<file path="config.mk">
export PLATFORM = sky130hd
export DESIGN_NAME = blk_timing_flat
export DESIGN_NICKNAME = d
export VERILOG_FILES = /design/src/rtl/blk_timing_pkg.sv /design/src/rtl/blk_timing_if.sv /design/src/rtl/blk_timing_wrap_cnt.sv /design/src/rtl/blk_timing.sv /design/src/flat_wrapper.sv
export SDC_FILE = /design/constraint.sdc
export NUM_CORES = 1
export LEC_CHECK = 0
export ABC_AREA = 1
export CORE_UTILIZATION = 48
export DETAILED_ROUTE_END_ITERATION = 10
export PLACE_DENSITY = 0.85
export SYNTH_ARGS = -nofsm -noshare
export SYNTH_HDL_FRONTEND = slang
export SYNTH_SLANG_ARGS = --single-unit
</file>
<file path="constraint.sdc">
create_clock -name clk_i -period 2.2 [get_ports clk_i]
set_input_delay 0.66 -clock clk_i [delete_from_list [all_inputs] [get_ports clk_i]]
set_output_delay 0.66 -clock clk_i [all_outputs]
set_load 0.005 [all_outputs]
</file>
<file path="src/rtl/blk_timing_pkg.sv">
// blk_timing_pkg: shared block geometry, derived frame sizes and FSM state type
package blk_timing_pkg;
  localparam int HBLKS = 10;
  localparam int VBLKS = 10;
  localparam int HPX = 30;
  localparam int VPX = 30;
  localparam int ACT_W = HBLKS * HPX;
  localparam int ACT_H = VBLKS * VPX;
  localparam int PXS = HPX * VPX;
  localparam int WD_W = 24;
  typedef enum logic [1:0] {UNSYNC, RUN, DONE} state_e;
  function automatic int cnt_w(input int max);
    return max < 1 ? 1 : $clog2(max + 1);
  endfunction
endpackage

</file>
<file path="src/rtl/blk_timing_if.sv">
// blk_timing_if: incoming video stream plus the delayed stream and save strobes
interface blk_timing_if;
  import blk_timing_pkg::*;
  logic de_i;
  logic vs_i;
  logic [WD_W-1:0] wd_i;
  logic de_o;
  logic [WD_W-1:0] wd_o;
  logic h_save_o;
  logic v_save_o;
  logic geom_err_o;
  modport master (output de_i, vs_i, wd_i, input de_o, wd_o, h_save_o, v_save_o, geom_err_o);
  modport slave (input de_i, vs_i, wd_i, output de_o, wd_o, h_save_o, v_save_o, geom_err_o);
endinterface

</file>
<file path="src/rtl/blk_timing_wrap_cnt.sv">
// wrap_cnt: 0..MAX counter; clear and enable together restart the count from the new pixel
module wrap_cnt
  import blk_timing_pkg::*;
#(
  parameter int MAX = 1,
  localparam int W = cnt_w(MAX)
) (
  input  logic         clk_i,
  input  logic         rst_ni,
  input  logic         clear,
  input  logic         enable,
  output logic [W-1:0] value,
  output logic         last
);
  logic [W-1:0] base;
  assign base = clear ? '0 : value;
  assign last = value == W'(MAX);
  always_ff @(posedge clk_i or negedge rst_ni)
    if (!rst_ni) value <= '0;
    else value <= enable ? (base == W'(MAX) ? '0 : base + W'(1)) : base;
endmodule

</file>
<file path="src/rtl/blk_timing.sv">
// blk_timing: tiles the active frame into blocks, emits h/v save strobes and flags bad geometry
module blk_timing
  import blk_timing_pkg::*;
#(
  parameter int HBLKS = blk_timing_pkg::HBLKS,
  parameter int VBLKS = blk_timing_pkg::VBLKS,
  parameter int HPX = blk_timing_pkg::HPX,
  parameter int VPX = blk_timing_pkg::VPX
) (
  input logic clk_i,
  input logic rst_ni,
  blk_timing_if.slave bus
);
  state_e state, state_d;
  logic vs_q, de_q, sat, h_q, v_q, err;
  logic [WD_W-1:0] wd_q;
  logic [cnt_w(HPX-1)-1:0] px_cnt;
  logic [cnt_w(HBLKS-1)-1:0] bc_cnt;
  logic [cnt_w(VPX-1)-1:0] ln_cnt;
  logic [cnt_w(VBLKS-1)-1:0] br_cnt;
  logic px_last, bc_last, ln_last, br_last;
  logic vs_rise, run, pix, line_end, restart, px_at_last, bc_at_last, sat_eff, hit, row_end, sat_d, err_d;
  // a pixel coinciding with the vs edge is pixel 0 of the new frame, so stale counter state is masked
  always_comb begin
    vs_rise = bus.vs_i & ~vs_q;
    run = state == RUN;
    pix = bus.de_i & (run | vs_rise);
    line_end = run & ~vs_rise & de_q & ~bus.de_i;
    restart = vs_rise | line_end;
    px_at_last = vs_rise ? (HPX == 1) : px_last;
    bc_at_last = vs_rise ? (HBLKS == 1) : bc_last;
    sat_eff = sat & ~vs_rise;
    hit = pix & px_at_last & ~sat_eff;
    row_end = line_end & ln_last;
    sat_d = (sat & ~restart) | (hit & bc_at_last);
    err_d = vs_rise ? run & ((ln_cnt != '0) | (br_cnt != '0))
          : err | (pix & sat_eff) | (line_end & ~sat) | (bus.de_i & (state == DONE));
    state_d = vs_rise ? RUN : (row_end & br_last) ? DONE : state;
  end
  wrap_cnt #(.MAX(HPX-1)) u_px (
    .clk_i, .rst_ni, .clear(restart), .enable(pix), .value(px_cnt), .last(px_last)
  );
  wrap_cnt #(.MAX(HBLKS-1)) u_bc (
    .clk_i, .rst_ni, .clear(restart), .enable(hit), .value(bc_cnt), .last(bc_last)
  );
  wrap_cnt #(.MAX(VPX-1)) u_ln (
    .clk_i, .rst_ni, .clear(vs_rise), .enable(line_end), .value(ln_cnt), .last(ln_last)
  );
  wrap_cnt #(.MAX(VBLKS-1)) u_br (
    .clk_i, .rst_ni, .clear(vs_rise), .enable(row_end), .value(br_cnt), .last(br_last)
  );
  always_ff @(posedge clk_i or negedge rst_ni)
    if (!rst_ni) begin
      state <= UNSYNC;
      vs_q <= 1'b0;
      de_q <= 1'b0;
      wd_q <= '0;
      sat <= 1'b0;
      h_q <= 1'b0;
      v_q <= 1'b0;
      err <= 1'b0;
    end else begin
      state <= state_d;
      vs_q <= bus.vs_i;
      de_q <= bus.de_i;
      wd_q <= bus.wd_i;
      sat <= sat_d;
      h_q <= hit;
      v_q <= row_end;
      err <= err_d;
    end
  assign bus.de_o = de_q;
  assign bus.wd_o = wd_q;
  assign bus.h_save_o = h_q;
  assign bus.v_save_o = v_q;
  assign bus.geom_err_o = err;
endmodule

</file>
<file path="src/flat_wrapper.sv">
// flat-port wrapper written by rule: the top's interface ports become plain ports
module blk_timing_flat import blk_timing_pkg::*;
#(
  parameter int HBLKS = blk_timing_pkg::HBLKS,
  parameter int VBLKS = blk_timing_pkg::VBLKS,
  parameter int HPX = blk_timing_pkg::HPX,
  parameter int VPX = blk_timing_pkg::VPX
)
  (clk_i, rst_ni, bus_de_i, bus_vs_i, bus_wd_i, bus_de_o, bus_wd_o, bus_h_save_o, bus_v_save_o, bus_geom_err_o);
  blk_timing_if bus_i ();
  input logic clk_i;
  input logic rst_ni;
  input wire logic [$bits(bus_i.de_i)-1:0] bus_de_i;
  input wire logic [$bits(bus_i.vs_i)-1:0] bus_vs_i;
  input wire logic [$bits(bus_i.wd_i)-1:0] bus_wd_i;
  output wire logic [$bits(bus_i.de_o)-1:0] bus_de_o;
  output wire logic [$bits(bus_i.wd_o)-1:0] bus_wd_o;
  output wire logic [$bits(bus_i.h_save_o)-1:0] bus_h_save_o;
  output wire logic [$bits(bus_i.v_save_o)-1:0] bus_v_save_o;
  output wire logic [$bits(bus_i.geom_err_o)-1:0] bus_geom_err_o;
  assign bus_i.de_i = bus_de_i;
  assign bus_i.vs_i = bus_vs_i;
  assign bus_i.wd_i = bus_wd_i;
  assign bus_de_o = bus_i.de_o;
  assign bus_wd_o = bus_i.wd_o;
  assign bus_h_save_o = bus_i.h_save_o;
  assign bus_v_save_o = bus_i.v_save_o;
  assign bus_geom_err_o = bus_i.geom_err_o;
  blk_timing #(.HBLKS(HBLKS), .VBLKS(VBLKS), .HPX(HPX), .VPX(VPX)) u_core (.clk_i(clk_i), .rst_ni(rst_ni), .bus(bus_i));
endmodule
</file>
==> results.ini <==
[global_route]
grt_max_degree = 51
grt.busiest_layer = met2
use_met2 = 0.363
gr-total-overflow = 0
grt_pass1_vias = 1693
grtUsageMet3 = 0.112
use_met1 = 0.265
grt_pass1_wl_um = 7510
grtUsageTotal = 0.230
antenna_found_initial = 0

[placement]
dp.cells = 330
gp_congestion = 0.898
place_ws_ns = -0.221
dp_hpwl_um = 3380
io_buffers = 55

[pwr]
clkPwrFrac = 0.339
combPwrFrac = 0.143
power.internal_mw = 1.45
p_leak_nw = 1.36
netSwitchingFraction = 0.237
netSwitchingPower_uw = 451
seq_power_share = 0.518
irDropWorstVdd_mv = 0.461
cellPowerDensity_nw_per_um2 = 645

[sta]
fin_crit_sh = 0.940
tightest_slew_ns = 0.343
final_hold_viol_count = 0
slew_violations = 0
worst_slack_ns = 0.132
max_freq_mhz = 484
setup_violations = 0
slew_headroom = 0.769
min_period_ns = 2.07
fin_skew_ns = 0.00405
rsz0062_at_grt = false

[drt]
detail-route-antenna-nets = 0
dr.pass1.iters = 4
drc = 0
vias_per_cell = 4.96
wire_per_inst_um = 13.5
finalWirelength_um = 4580
num_vias = 1676
drt-initial-drc-count = 116

[cts]
cts.clk_slew.worst_paths_ns = 0.09
clockBufferDepth = 2
cts-root-buf = clkbuf_8
postCtsSetupRepairBufs = 0
ctsHoldBuffers = 0
cts_tree = done
clock_latency_ns = 0.31
clock-sinks = 50
cts_made_buffers = 5
cts_max_level = 2
post_cts_resized = 0

[yosys]
syn-instance-count = 209
syn-mean-instance-area_um2 = 10.0
yosysUniqueCellTypes = 33
ys.warnings.count = 0
synth_top_cell_by_area = dfrtp_1
synth_area_leaders = dfrtp_1 60%, nand2_1 6.5%, inv_1 4.8%, nor2_1 4.3%, nand3_1 3.6%
synth_top_area_frac = 0.598
synth_area_um2 = 2090
seq_area_frac_synth = 0.598
synth_nets = 241
postSynthRegisterBits = 50

[min_path]
hold_class = input port to asynchronous set/reset pin

[outcome]
status = finished clean

[floorplan]
rows = 23
die_area_um2 = 4630
dieWidth_um = 68.0
die_height_um = 68.0
num_io_pins = 56
start_util = 0.512
core_um2 = 4090

[layout]
post-route-util = 0.722
final_common_cell = clkdlybuf4s50_1
layout-drive-gt1-share = 0.160
antenna_cells = 0
nFillCells = 273
final_cells = 338
syn_to_final_growth_pct = 41.0
finalNetCount = 319
final_cell_mix = 54 x clkdlybuf4s50_1, 50 x dfrtp_1, 36 x nand2_1

[setup_path]
path_class = input port to flip-flop
crit_start = bus_vs_i
crit_fanout = 5
cp.arrival_ns = 2.32
cp.required_ns = 2.46
critPathLaunchType = input port
end_kind = flip-flop
r2r_start = u_core.state[1]$_DFFE_PN0P_

[run]
cap_violations = 0

[registers in the layout, summed over array words and instances (netlist names)]
| name | flops |
|---|---|
| u_core.bus.de_o | 1 |
| u_core.bus.geom_err_o | 1 |
| u_core.bus.h_save_o | 1 |
| u_core.bus.v_save_o | 1 |
| u_core.bus.wd_o | 24 |
| u_core.sat | 1 |
| u_core.state | 2 |
| u_core.u_bc.value | 4 |
| u_core.u_br.value | 4 |
| u_core.u_ln.value | 5 |
| u_core.u_px.value | 5 |
| u_core.vs_q | 1 |
[Yosys cell counts]
master    instances
nand2_2           3
nand3_2           1
nand3b_1          2
a22oi_1           1
nor3_1            5
inv_6             1
nor2_1           24
nand3_1          15
xnor2_1           1
a21oi_2           1
nor4_1            2
o21a_1            1
nor2_4            2
o22ai_1           1
o21ai_2           1
o21ai_0           7
xor2_1            6
nand4_1           3
ha_1              4
inv_1            27
nor2_2            4
nand4_2           1
o211ai_1          2
a21oi_4           1
buf_2             1
nand2_1          36
inv_2             1
dfrtp_1          50
clkinv_2          1
nand3_4           1
a21oi_1           1
or2_0             1
nand2_4           1
[final timing paths]
check / end / slack, ns / depth (start not counted)
max in group asynchronous: u_core.bus.wd_o[19]$_DFF_PN0_ / 1.65 / 2
hold / removal: u_core.bus.wd_o[5]$_DFF_PN0_ / 0.32 / 2
setup / recovery: u_core.u_px.value[4]$_DFF_PN0_ / 0.13 / 12
min in group clk_i: u_core.state[0]$_DFFE_PN0P_ / 0.52 / 2
setup reg to reg: u_core.u_px.value[1]$_DFF_PN0_ / 0.54 / 9
hold reg to reg: u_core.state[0]$_DFFE_PN0P_ / 0.52 / 2
[cells by family after synthesis]
| kind of cell | Yosys count | synth area share |
|---|---|---|
| AOI/OAI and AO/OA | 16 | 0.0526 |
| DFF | 50 | 0.598 |
| xor gates and xnor gates | 7 | 0.0293 |
| buffers and inverters | 31 | 0.0592 |
| and+or+nand+nor | 101 | 0.237 |
| adders and majority gates | 4 | 0.0239 |
[area by class of cell]
type	count	area [um2]	area share
timing repair buffer	72	686	0.232
inverter	30	119	0.0403
multi-input combinational	128	722	0.245
tap	50	62.6	0.0212
sequential	50	1250	0.424
clock buffer	6	72.6	0.0246
clock inverter	2	37.5	0.0127
[layer usage]
layer	vias up	part of all wire	wire length [um]
met5	-	0	0
met2	72	0.48	2200
li1	817	-	-
met4	0	0.017	78
met3	7	0.10	480
met1	780	0.40	1820
[power groups by stage]
stage | logic, mW | clock network, mW | registers [mW]
final | 0.273 | 0.645 | 0.986
after global routing | 0.302 | 0.685 | 0.991
after CTS | 0.272 | 0.652 | 0.986
after detailed placement | 0.270 | 0 | 1.00
after global placement | 0.262 | 0 | 1.00
after floorplan | 0.0880 | 0 | 1.00
[critical path, stage by stage]
cell	delay [ns]
clkdlybuf4s50_1	0.49
nand2_2	0.12
nand3_4	0.11
nand2_2	0.08
nor2_2	0.12
ha_1	0.19
inv_1	0.05
nor2_1	0.18
inv_1	0.05
o21ai_0	0.14
nand2_1	0.08
inv_1	0.05
[stage by stage]
step / setup TNS (ns) / hold slack [ns] / area [um2] / total power [mW]
global route: 0 / 0.334 / 2950 / 1.98
detailed placement: -1.58 / 0.483 / 2840 / 1.27
finish: 0 / 0.316 / 2950 / 1.90
global placement: -0.532 / 0.459 / 2840 / 1.26
floorplan: 0 / 0.364 / 2090 / 1.09
CTS: 0 / 0.329 / 2950 / 1.91
No activity file was read; power rests on OpenSTA's default activity.
